[src/rtl/clock_divisor_prog.sv]
// rtl/clock_divisor_prog.sv - programmable clock divider with shadowed period/duty, toggle/PWM output and wrap tick
module clock_divisor_prog #(
  parameter int unsigned WIDTH     = 24,
  parameter int unsigned DEFAULT_N = 12500000,
  parameter int unsigned DEFAULT_D = 6250000
) (
  input  logic             clock,
  input  logic             reset,
  input  logic             enable,
  input  logic             mode,
  input  logic             load,
  input  logic [WIDTH-1:0] div_n,
  input  logic [WIDTH-1:0] div_d,
  output logic             clock_Salida,
  output logic             tick,
  output logic             pending
);

  localparam logic [WIDTH-1:0] DEF_N = WIDTH'(DEFAULT_N);
  localparam logic [WIDTH-1:0] DEF_D = WIDTH'(DEFAULT_D);

  logic [WIDTH-1:0] cnt_q, cnt_d;
  logic [WIDTH-1:0] active_n_q, active_n_d;
  logic [WIDTH-1:0] active_d_q, active_d_d;
  logic [WIDTH-1:0] shadow_n_q, shadow_n_d;
  logic [WIDTH-1:0] shadow_d_q, shadow_d_d;
  logic             pending_q, pending_d;
  logic             out_q, out_d;
  logic             tick_q, tick_d;
  logic             wrap;

  // A wrap ends the current period; it is the only point where new values are applied.
  assign wrap = enable && (cnt_q == active_n_q);

  // Next-state: counting, boundary apply, output shaping and shadow capture.
  always_comb begin
    cnt_d      = cnt_q;
    active_n_d = active_n_q;
    active_d_d = active_d_q;
    shadow_n_d = shadow_n_q;
    shadow_d_d = shadow_d_q;
    pending_d  = pending_q;
    out_d      = out_q;
    tick_d     = 1'b0;

    if (enable) begin
      if (wrap) begin
        cnt_d  = '0;
        tick_d = 1'b1;
        if (pending_q) begin
          active_n_d = shadow_n_q;
          active_d_d = shadow_d_q;
          pending_d  = 1'b0;
        end
      end else begin
        cnt_d = cnt_q + WIDTH'(1);
      end
      // PWM compares the count this edge produces against the duty in force for it.
      if (!mode) begin
        if (wrap) out_d = ~out_q;
      end else begin
        out_d = (cnt_d < active_d_d);
      end
    end else if (pending_q && !load) begin
      // While stopped there is no period to protect, so apply at once and restart the period.
      active_n_d = shadow_n_q;
      active_d_d = shadow_d_q;
      pending_d  = 1'b0;
      cnt_d      = '0;
    end

    // A load always lands in the shadow and wins over a same-cycle apply of the old shadow.
    if (load) begin
      shadow_n_d = div_n;
      shadow_d_d = div_d;
      pending_d  = 1'b1;
    end
  end

  // State registers; reset overrides everything, including an in-flight load.
  always_ff @(posedge clock) begin
    if (reset) begin
      cnt_q      <= '0;
      active_n_q <= DEF_N;
      active_d_q <= DEF_D;
      shadow_n_q <= DEF_N;
      shadow_d_q <= DEF_D;
      pending_q  <= 1'b0;
      out_q      <= 1'b0;
      tick_q     <= 1'b0;
    end else begin
      cnt_q      <= cnt_d;
      active_n_q <= active_n_d;
      active_d_q <= active_d_d;
      shadow_n_q <= shadow_n_d;
      shadow_d_q <= shadow_d_d;
      pending_q  <= pending_d;
      out_q      <= out_d;
      tick_q     <= tick_d;
    end
  end

  assign clock_Salida = out_q;
  assign tick         = tick_q;
  assign pending      = pending_q;

endmodule
[config.mk]
export PLATFORM = sky130hd
export DESIGN_NAME = clock_divisor_prog
export DESIGN_NICKNAME = d
export VERILOG_FILES = /design/src/rtl/clock_divisor_prog.sv
export SDC_FILE = /design/constraint.sdc
export NUM_CORES = 1
export LEC_CHECK = 0
export ABC_CLOCK_PERIOD_IN_PS = 8900
export CAP_MARGIN = 20
export CORE_MARGIN = 4
export CORE_UTILIZATION = 44
export DETAILED_ROUTE_END_ITERATION = 8
export GPL_ROUTABILITY_DRIVEN = 0
export GPL_TIMING_DRIVEN = 0
export SETUP_SLACK_MARGIN = 0.1
export SYNTH_ARGS = -nofsm -noshare
export SYNTH_HDL_FRONTEND = slang
export SYNTH_SLANG_ARGS = --single-unit
[constraint.sdc]
create_clock -name clock -period 8.9 [get_ports clock]
set_clock_uncertainty 0.05 [all_clocks]
set_input_delay 1.78 -clock clock [delete_from_list [all_inputs] [get_ports clock]]
set_output_delay 1.78 -clock clock [all_outputs]
set_load 0.02 [all_outputs]
==> metrics.txt, run 1 <==
status finished, final reports clean; first-pass GRT wire length between 20 and 30 mm; DRT Pass-1 Iters 5; initial cell density of the core a little under half; register area share after synthesis about 39%; Seq cells post-synth between 100 and 150; syn avg cell area 8.77 um2; vias 5,284; ratio of cells with drive above 1 in the final layout under 10%; Post-DP HPWL 12.9 mm; CP max stage cell clkdlybuf4s50_1; Tcrit/Tclk final 57.3%; # fillers 1,285; core area 0.0139 mm2; Arr. time, crit path about 5.4 ns; Final #Nets 867; Tmin final 5.10 ns; Slew headroom approximately three fifths; ys async rst share 0%; vias in the first global route 5,222; maximum vdd drop 128 uV; most frequent cells in the layout 123 x dfxtp_1, 114 x nand2_1, 60 x nor2_1; clock sink total 123; syn_nets around 790; Post-CTS Setup Inserts 0; largest net degree at the start of global routing 17; Max FO, Critical Path 10; EDFF count, synth 0; Routed WL per cell around 17 um; crit path kind in2reg; Antenna diodes 0; IO Pins 56; max-slew violations 0; Post-CTS Hold Fix Bufs 0; crit end category flop; post-route DRC violation count 0; die width 128 um; H-tree depth 4; setup violators final 0; Die Y ~130 um; Cell Area, Synth 0.00629 mm2; pwr/cell area 179 mW/mm2; total negative slack 0 ns; RSZ-0062 raised after global routing false; post-route ant nets 0; remaining global-route overflow 0; Hold Path Origin active_d_q[3]; antenna violations before repair 0; worst stage delay on the critical path 0.53 ns; post-cts resize count 0; min-delay worst type reg2reg; fmax around 0.20 GHz; Max clock buf depth 2; Worst EP required a little over 9 ns; root buffer cell clkbuf_16; initial drt markers between 200 and 300; clock buffer count from CTS 17; Via density around 5.4; most used cell, CP a21o_1; Yosys Warn Count 0; TritonCTS clock tree done; CP Launch Type input pin; Syn Inst Count between 700 and 800; IO Port Bufs 54; RR Startpoint cnt_q[0]; Primary FF master, synth dfxtp_1; clock latency on the worst-skew pair 0.41 ns; LEAKAGE 3.05 nW; # rows 43; GRT Overall Usage 21.7%; Syn-to-layout area delta 21.1%; most common cell after layout, fill and taps aside dfxtp_1; clock slew at reported path FFs 0.05 ns; Total Power 1.36 mW; drt total wl 17.0 mm; Die ar. ~0.016 mm2; post-synth cell types 46; Tightest Pin Transition 0.618 ns; worst-path cell chain clkdlybuf4s50_1, clkbuf_1, nand3_1, nor2_2, buf_4, mux2i_1, ha_1, a21o_1, a21o_1, a21oi_1, nand4_1, mux2_2, o21a_1, a31oi_1; max-capacitance violation count 0; Final Hold Viols 0; CP startpoint enable
## cell usage after synthesis (2+ instances only)
| master | instances | area [um2] |
|---|---|---|
| nand3b_1 | 24 | 180 |
| and3_1 | 6 | 37.5 |
| nor2_1 | 60 | 225 |
| clkbuf_1 | 28 | 105 |
| nor2b_1 | 25 | 156 |
| mux2i_1 | 48 | 480 |
| xnor2_2 | 2 | 32.5 |
| dfxtp_1 | 123 | 2460 |
| nand4_1 | 14 | 87.6 |
| buf_2 | 22 | 110 |
| nand3_1 | 8 | 40.0 |
| xor2_1 | 7 | 61.3 |
| o21a_1 | 2 | 15.0 |
| and4_1 | 5 | 43.8 |
| nor3_2 | 2 | 20.0 |
| nand2b_1 | 9 | 56.3 |
| a21o_1 | 8 | 60.1 |
| ha_1 | 24 | 300 |
| a31oi_1 | 4 | 25.0 |
| xnor2_1 | 37 | 324 |
| a41oi_1 | 3 | 26.3 |
| and2_1 | 2 | 12.5 |
| o21ai_0 | 8 | 40.0 |
| inv_1 | 7 | 26.3 |
| buf_6 | 6 | 67.6 |
| nand2_1 | 114 | 428 |
| buf_4 | 5 | 37.5 |
| a21oi_1 | 48 | 240 |
| a31o_2 | 2 | 17.5 |
| a311oi_1 | 21 | 184 |
| a211o_1 | 25 | 219 |
| a211oi_1 | 4 | 30.0 |
## routing by layer
layer | vias to the layer above | track usage, % | wire [um]
met3 | 15 | 5.81 | 965
met1 | 2492 | 29.3 | 7800
met5 | - | 0 | 0
li1 | 2642 | - | -
met4 | 0 | 7.12 | 330
met2 | 135 | 33.8 | 7850
## state kept, by name, summed over array words and instances, names as in the netlist
register      flops
tick              1
active_d_q       24
shadow_n_q       24
shadow_d_q       24
clock_Salida      1
active_n_q       24
cnt_q            24
pending           1
## power by group
part | internal, mW | total [mW] | switching, mW
Combinational | 0.0577 | 0.115 | 0.0571
Clock | 0.424 | 0.659 | 0.235
Sequential | 0.572 | 0.588 | 0.0157
## layout make-up
cell class              count  area [um2]  share of cell area (%)
plain buffers              61         320                    4.20
clock buffers              24         472                    6.19
clock inverters             7        91.3                    1.20
inverters                   7        26.3                   0.345
multi-input cells         526        3480                    45.7
flip-flops and latches    123        2460                    32.3
well taps                 180         225                    2.96
repair buffers             54         541                    7.09
## metrics by stage
stage / hold slack [ns] / worst slack [ns] / instances / utilization, % / instance area (um2)
detailed placement: 0.396 / 3.35 / 951 / 50.6 / 7060
CTS: 0.404 / 3.78 / 982 / 54.7 / 7620
floorplan: 0.381 / 4.58 / 717 / - / 6290
global route: 0.425 / 3.55 / 982 / 54.7 / 7620
finish: 0.402 / 3.80 / 982 / 54.7 / 7620
global placement: 0.392 / 3.41 / 951 / 50.6 / 7060
## critical path: cells and delay by family
| family | cells | cell delay, ns |
|---|---|---|
| simple gates | 3 | 0.66 |
| mux | 2 | 0.53 |
| fa+ha+maj | 1 | 0.28 |
| buf+inv | 3 | 1.21 |
| compound gates | 5 | 0.93 |
## kinds of logic (layout without fill, tap and decap cells)
group | after synthesis | in the layout | synth area share (%)
flops | 123 | 123 | 39.1
buf+inv | 68 | 153 | 5.51
xor+xnor | 46 | 46 | 6.64
compound gates | 132 | 132 | 14.7
mux | 49 | 49 | 7.82
simple gates | 275 | 275 | 21.5
fa+ha+maj | 24 | 24 | 4.77
## path summary, 6_finish.rpt
check                                     end  slack (ns)  cells after the start
worst max-delay path             clock_Salida        3.80                     14
worst min-delay path            active_d_q[3]        0.40                      2
worst max register to register   clock_Salida        4.58                     16
worst min register to register  active_d_q[3]        0.40                      2
Power figures use the tool's default switching activity.
==> run 2, diff against run 1 <==
ABC_CLOCK_PERIOD_IN_PS = 4600   (was 8900)
PLACE_DENSITY = 0.66   (was not set)
clock period = 4.6 ns   (was 8.9 ns; I/O delays follow)
==> run 2 against run 1 <==
Net effect:
- setup slack got worse by 3.5 ns
- register-to-register slack got worse by 4.2 ns
- non-clock buffer count unchanged
- die area unchanged
- sequential share of layout area about the same
- critical endpoint unchanged
- clock-buffer cell count decreased by 6
- final cell count increased by 0.10%
- largest power group unchanged
- design area increased by 0.15%
- global-route usage decreased by 0.17 points
- sequential power increased by 94%
==> metrics.txt, run 2 (synthesis results as in run 1) <==
status finished, final reports clean; DP Cell Count 951; Buf/Inv on CP 2; worst-path cell chain buf_2, xnor2_1, nand4_1, nor2_1, nand3_1, nor2_2, buf_4, mux2i_1, ha_1, a21o_1, a21o_1, a21oi_1, nand4_1, mux2_2, o21a_1, a31oi_1; clock latency on the worst-skew pair between 0.4 and 0.5 ns; Syn-to-layout area delta 21.3%; LEAKAGE 3.04 nW; worst stage delay on the critical path 0.48 ns; IO Pins 56; final hold slack between 0.4 and 0.5 ns; post-route ant nets 0; Switching Share 24.4%; Final Cell Area 0.00763 mm2; power share of the combinational group 8.4%; fmax 0.234 GHz; largest net degree at the start of global routing 17; initial cell density of the core 45.1%; Sw Pwr 0.649 mW; Final Hold Viols 0; Layout Utilization 54.8%; vias in the first global route ~5.3k; Max clock buf depth 2; GRT Overall Usage 21.5%; max-capacitance violation count 0; Tcrit/Tclk final 92.8%; Antenna diodes 0; H-tree depth 4; Place WS -0.0615 ns; ratio of cells with drive above 1 in the final layout 9.59%; die width 128 um; post-place instance area 0.00706 mm2; crit path kind reg2reg; vias 5,454; clock slew at reported path FFs 0.06 ns; Tightest Pin Transition 0.644 ns; DRT Pass-1 Iters 5; max-slew violations 0; CP top delay family simple AND/OR/NAND/NOR gates; Die ar. 0.0163 mm2; Clock Power Share 48.9%; Tmin final 4.27 ns; Post-CTS Setup Inserts 0; setup slack after layout 0.333 ns; Worst EP required 4.90 ns; R2R Setup Slk 0.33 ns; drt total wl 17.0 mm; CP max stage cell nor2_1; maximum vdd drop approximately 310 uV; Internal 2.01 mW; clock buffer count from CTS 17; fin cells 983; root buffer cell clkbuf_16; Via density between 5 and 6; Routed WL per cell roughly 17 um; crit end category flop; pwr/cell area 349 mW/mm2; min-delay worst type reg2reg; core area around 0.014 mm2; Slew headroom 57.0%; clock sink total 123; multi-input logic area 0.00348 mm2; setup violators final 0; antenna violations before repair 0; first-pass GRT wire length 27.3 mm; initial drt markers 457; register area 0.00246 mm2; # fillers 1,246; IO Port Bufs 54; post-cts resize count 0; Final #Nets between 800 and 900; Post-CTS Hold Fix Bufs 0; Max FO, Critical Path 10; Arr. time, crit path 4.57 ns; most frequent cells in the layout 123 x dfxtp_1, 114 x nand2_1, 60 x nor2_1; TritonCTS clock tree done; most common cell after layout, fill and taps aside dfxtp_1; Post-DP HPWL 12.7 mm; CP Launch Type flop; # rows 43; Flop pwr share 42.7%; post-route DRC violation count 0; Die Y 128 um; RSZ-0062 raised after global routing false; remaining global-route overflow 0
-- run 2: area by class of cell --
class	count	share of cell area (%)
Multi-Input combinational cell	526	45.6
Sequential cell	123	32.3
Timing Repair Buffer	54	7.08
Clock buffer	18	5.62
Buffer	61	4.20
Tap cell	180	2.95
Clock inverter	14	1.90
Inverter	7	0.344
-- run 2: final timing paths --
kind	from	cells after the start	end
setup / recovery	cnt_q[0]	16	clock_Salida
hold reg to reg	active_d_q[15]	2	active_d_q[15]
setup reg to reg	cnt_q[0]	16	clock_Salida
hold / removal	active_d_q[15]	2	active_d_q[15]
-- run 2: worst min-delay path, cell delays in order, from the launching register on --
cell and delay, ns:
dfxtp_1 0.31, nand2_1 0.05, a21oi_1 0.05
-- run 2: per-layer routing --
metal	GRT usage (%)	part of all wire (%)	up-vias
met4	6.99	2.2	0
met2	34.4	46	199
met3	6.27	6.9	30
met5	0	0	-
met1	28.0	45	2571
li1	-	-	2654
-- run 2: metrics by stage --
stage	power, mW	setup TNS, ns
after global routing	2.76	0
after global placement	1.37	0
after floorplan	1.28	0
final	2.66	0
after detailed placement	1.38	-0.0615
after CTS	2.68	0
-- run 2: power groups by stage --
| stage | Sequential (mW) | Combinational [mW] | Clock [mW] |
|---|---|---|---|
| 2_1_floorplan | 1.15 | 0.134 | 0 |
| 3_3_place_gp | 1.16 | 0.215 | 0 |
| 3_5_place_dp | 1.16 | 0.223 | 0 |
| 4_1_cts | 1.14 | 0.225 | 1.32 |
| 5_1_grt | 1.14 | 0.245 | 1.38 |
| 6_report | 1.14 | 0.224 | 1.30 |
==> run 3, diff against run 2 <==
REMOVE_ABC_BUFFERS = 1   (was not set)
==> run 3 against run 2 <==
Net effect:
- clock-buffer cell count up 6
- register-to-register slack better by 0.21 ns
- final cell count down 5.6%
- sequential power about the same
- non-clock buffer count down 54
- first-iteration DRC count down 39%
- setup slack improved by 0.21 ns
- critical path depth is 1 lower
- sequential share of layout area increased by 0.49 points
- routed wire length down 21%
- global-route usage down 4.4 points
- critical endpoint unchanged
==> metrics.txt, run 3 (synthesis results as in run 1) <==
IO Port Bufs 55; Final #Nets 813; Post-DP HPWL 9.15 mm; die width 128 um; post-place instance area 0.00687 mm2; H-tree depth 4; setup violators final 0; worst stage delay on the critical path 0.52 ns; TritonCTS clock tree done; root buffer cell clkbuf_16; CP Launch Type flop; initial cell density of the core a little under half; most common cell after layout, fill and taps aside dfxtp_1; initial drt markers roughly 280; pwr/cell area 364 mW/mm2; min-delay worst type reg2reg; Syn-to-layout area delta 19.5%; IO Pins 56; maximum vdd drop 321 uV; Routed WL per cell 14.5 um; clock slew at reported path FFs 0.06 ns; multi-input logic area approximately 0.0035 mm2; post-route ant nets 0; most frequent cells in the layout 123 x dfxtp_1, 114 x nand2_1, 59 x nor2_1; Max clock buf depth 2; fmax 0.247 GHz; # rows 43; drt total wl 13.5 mm; CP max stage cell dfxtp_1; LEAKAGE 2.95 nW; clock latency on the worst-skew pair 0.42 ns; max-slew violations 0; post-route DRC violation count 0; Tcrit/Tclk final between 80 and 90%; Total Power 2.73 mW; vias in the first global route about 4.8k; Final Hold Viols 0; clock buffer count from CTS 17; ratio of cells with drive above 1 in the final layout a little over 7%; register area 0.00246 mm2; Antenna diodes 0; first-pass GRT wire length 22.5 mm; Final Cell Area 0.00752 mm2; Worst EP required 4.90 ns; DRT Pass-1 Iters 6; Place WS -0.169 ns; RSZ-0062 raised after global routing false; Tightest Pin Transition just under 0.9 ns; max-capacitance violation count 0; Die ar. about 0.016 mm2; Post-CTS Hold Fix Bufs 0; Die Y 128 um; vias 4,978; # fillers 1,285; Arr. time, crit path 4.35 ns; core area 0.0139 mm2; Tmin final between 4 and 5 ns; largest net degree at the start of global routing 76; Max FO, Critical Path 14; antenna violations before repair 0; status finished, final reports clean; Via density 5.36; remaining global-route overflow 0; Slew headroom around two fifths; worst-path cell chain xnor2_1, nand4_1, nor4_4, nand3_1, nor2_4, buf_16, mux2i_1, ha_1, a21o_1, a21o_1, a21oi_1, nand4_1, mux2_2, o21a_1, a31oi_1; GRT Overall Usage 17.1%; setup slack after layout 0.546 ns; crit end category flop; clock sink total 123; crit path kind reg2reg
[run 3: cell types whose count changed in the layout (fill, tap and decap cells not counted), sizes merged]
cell,before,now
bufinv,2,3
clkinvlp,4,0
clkbuf,46,24
clkinv,5,4
inv,10,7
buf,33,8
clkdlybuf4s50,54,53
[run 3: metal layers]
metal / up-vias / wire length (um) / global-route usage (%)
li1: 2529 / - / -
met1: 2302 / 6200 / 21.8
met2: 130 / 6370 / 27.5
met3: 17 / 706 / 5.02
met4: 0 / 198 / 6.43
met5: - / 0 / 0
[run 3: timing repair]
item,4_1_cts,5_1_grt
buffers inserted,0,2
pin swaps,0,1
resized for setup,1,2
setup endpoints to repair,1,1
[run 3: cell type report]
cell class                 count  share of cell area (%)
sequential                   123                    32.8
multi-input combinational    526                    46.7
clock buffer                  24                    6.81
clock inverter                 7                    1.46
tap                          180                    3.00
inverter                       7                   0.350
timing repair buffer          61                    8.92
[run 3: through the flow]
step	hold WS (ns)	setup TNS, ns	instances	util [%]
6_report	0.403	0	928	53.9
5_1_grt	0.416	0	928	53.9
4_1_cts	0.404	0	926	53.8
3_5_place_dp	0.396	-0.169	895	49.3
3_3_place_gp	0.392	-68.39	891	48.4
2_1_floorplan	0.375	0	656	-
[run 3: final timing paths]
path	startpoint	endpoint	slack, ns	cells past startpoint
max	cnt_q[2]	clock_Salida	0.55	15
min	active_d_q[6]	active_d_q[6]	0.40	2
max reg2reg	cnt_q[2]	clock_Salida	0.55	15
min reg2reg	active_d_q[6]	active_d_q[6]	0.40	2
[run 3: report_power, final]
group          switching (mW)  total [mW]  internal, mW
registers              0.0289        1.14          1.11
logic                  0.0966       0.205         0.109
clock network           0.460        1.39         0.931
total                   0.586        2.73          2.15
[run 3: worst max-delay path: cells and delay by family, from the launching register on]
family | cells | cell delay (ns)
AO/OA/AOI/OAI | 5 | 0.91
XOR/XNOR | 1 | 0.17
AND/OR/NAND/NOR | 5 | 1.33
buffers and inverters | 1 | 0.18
multiplexers | 2 | 0.52
adder cells (fa/ha/maj) | 1 | 0.28
flip-flops | 1 | 0.52
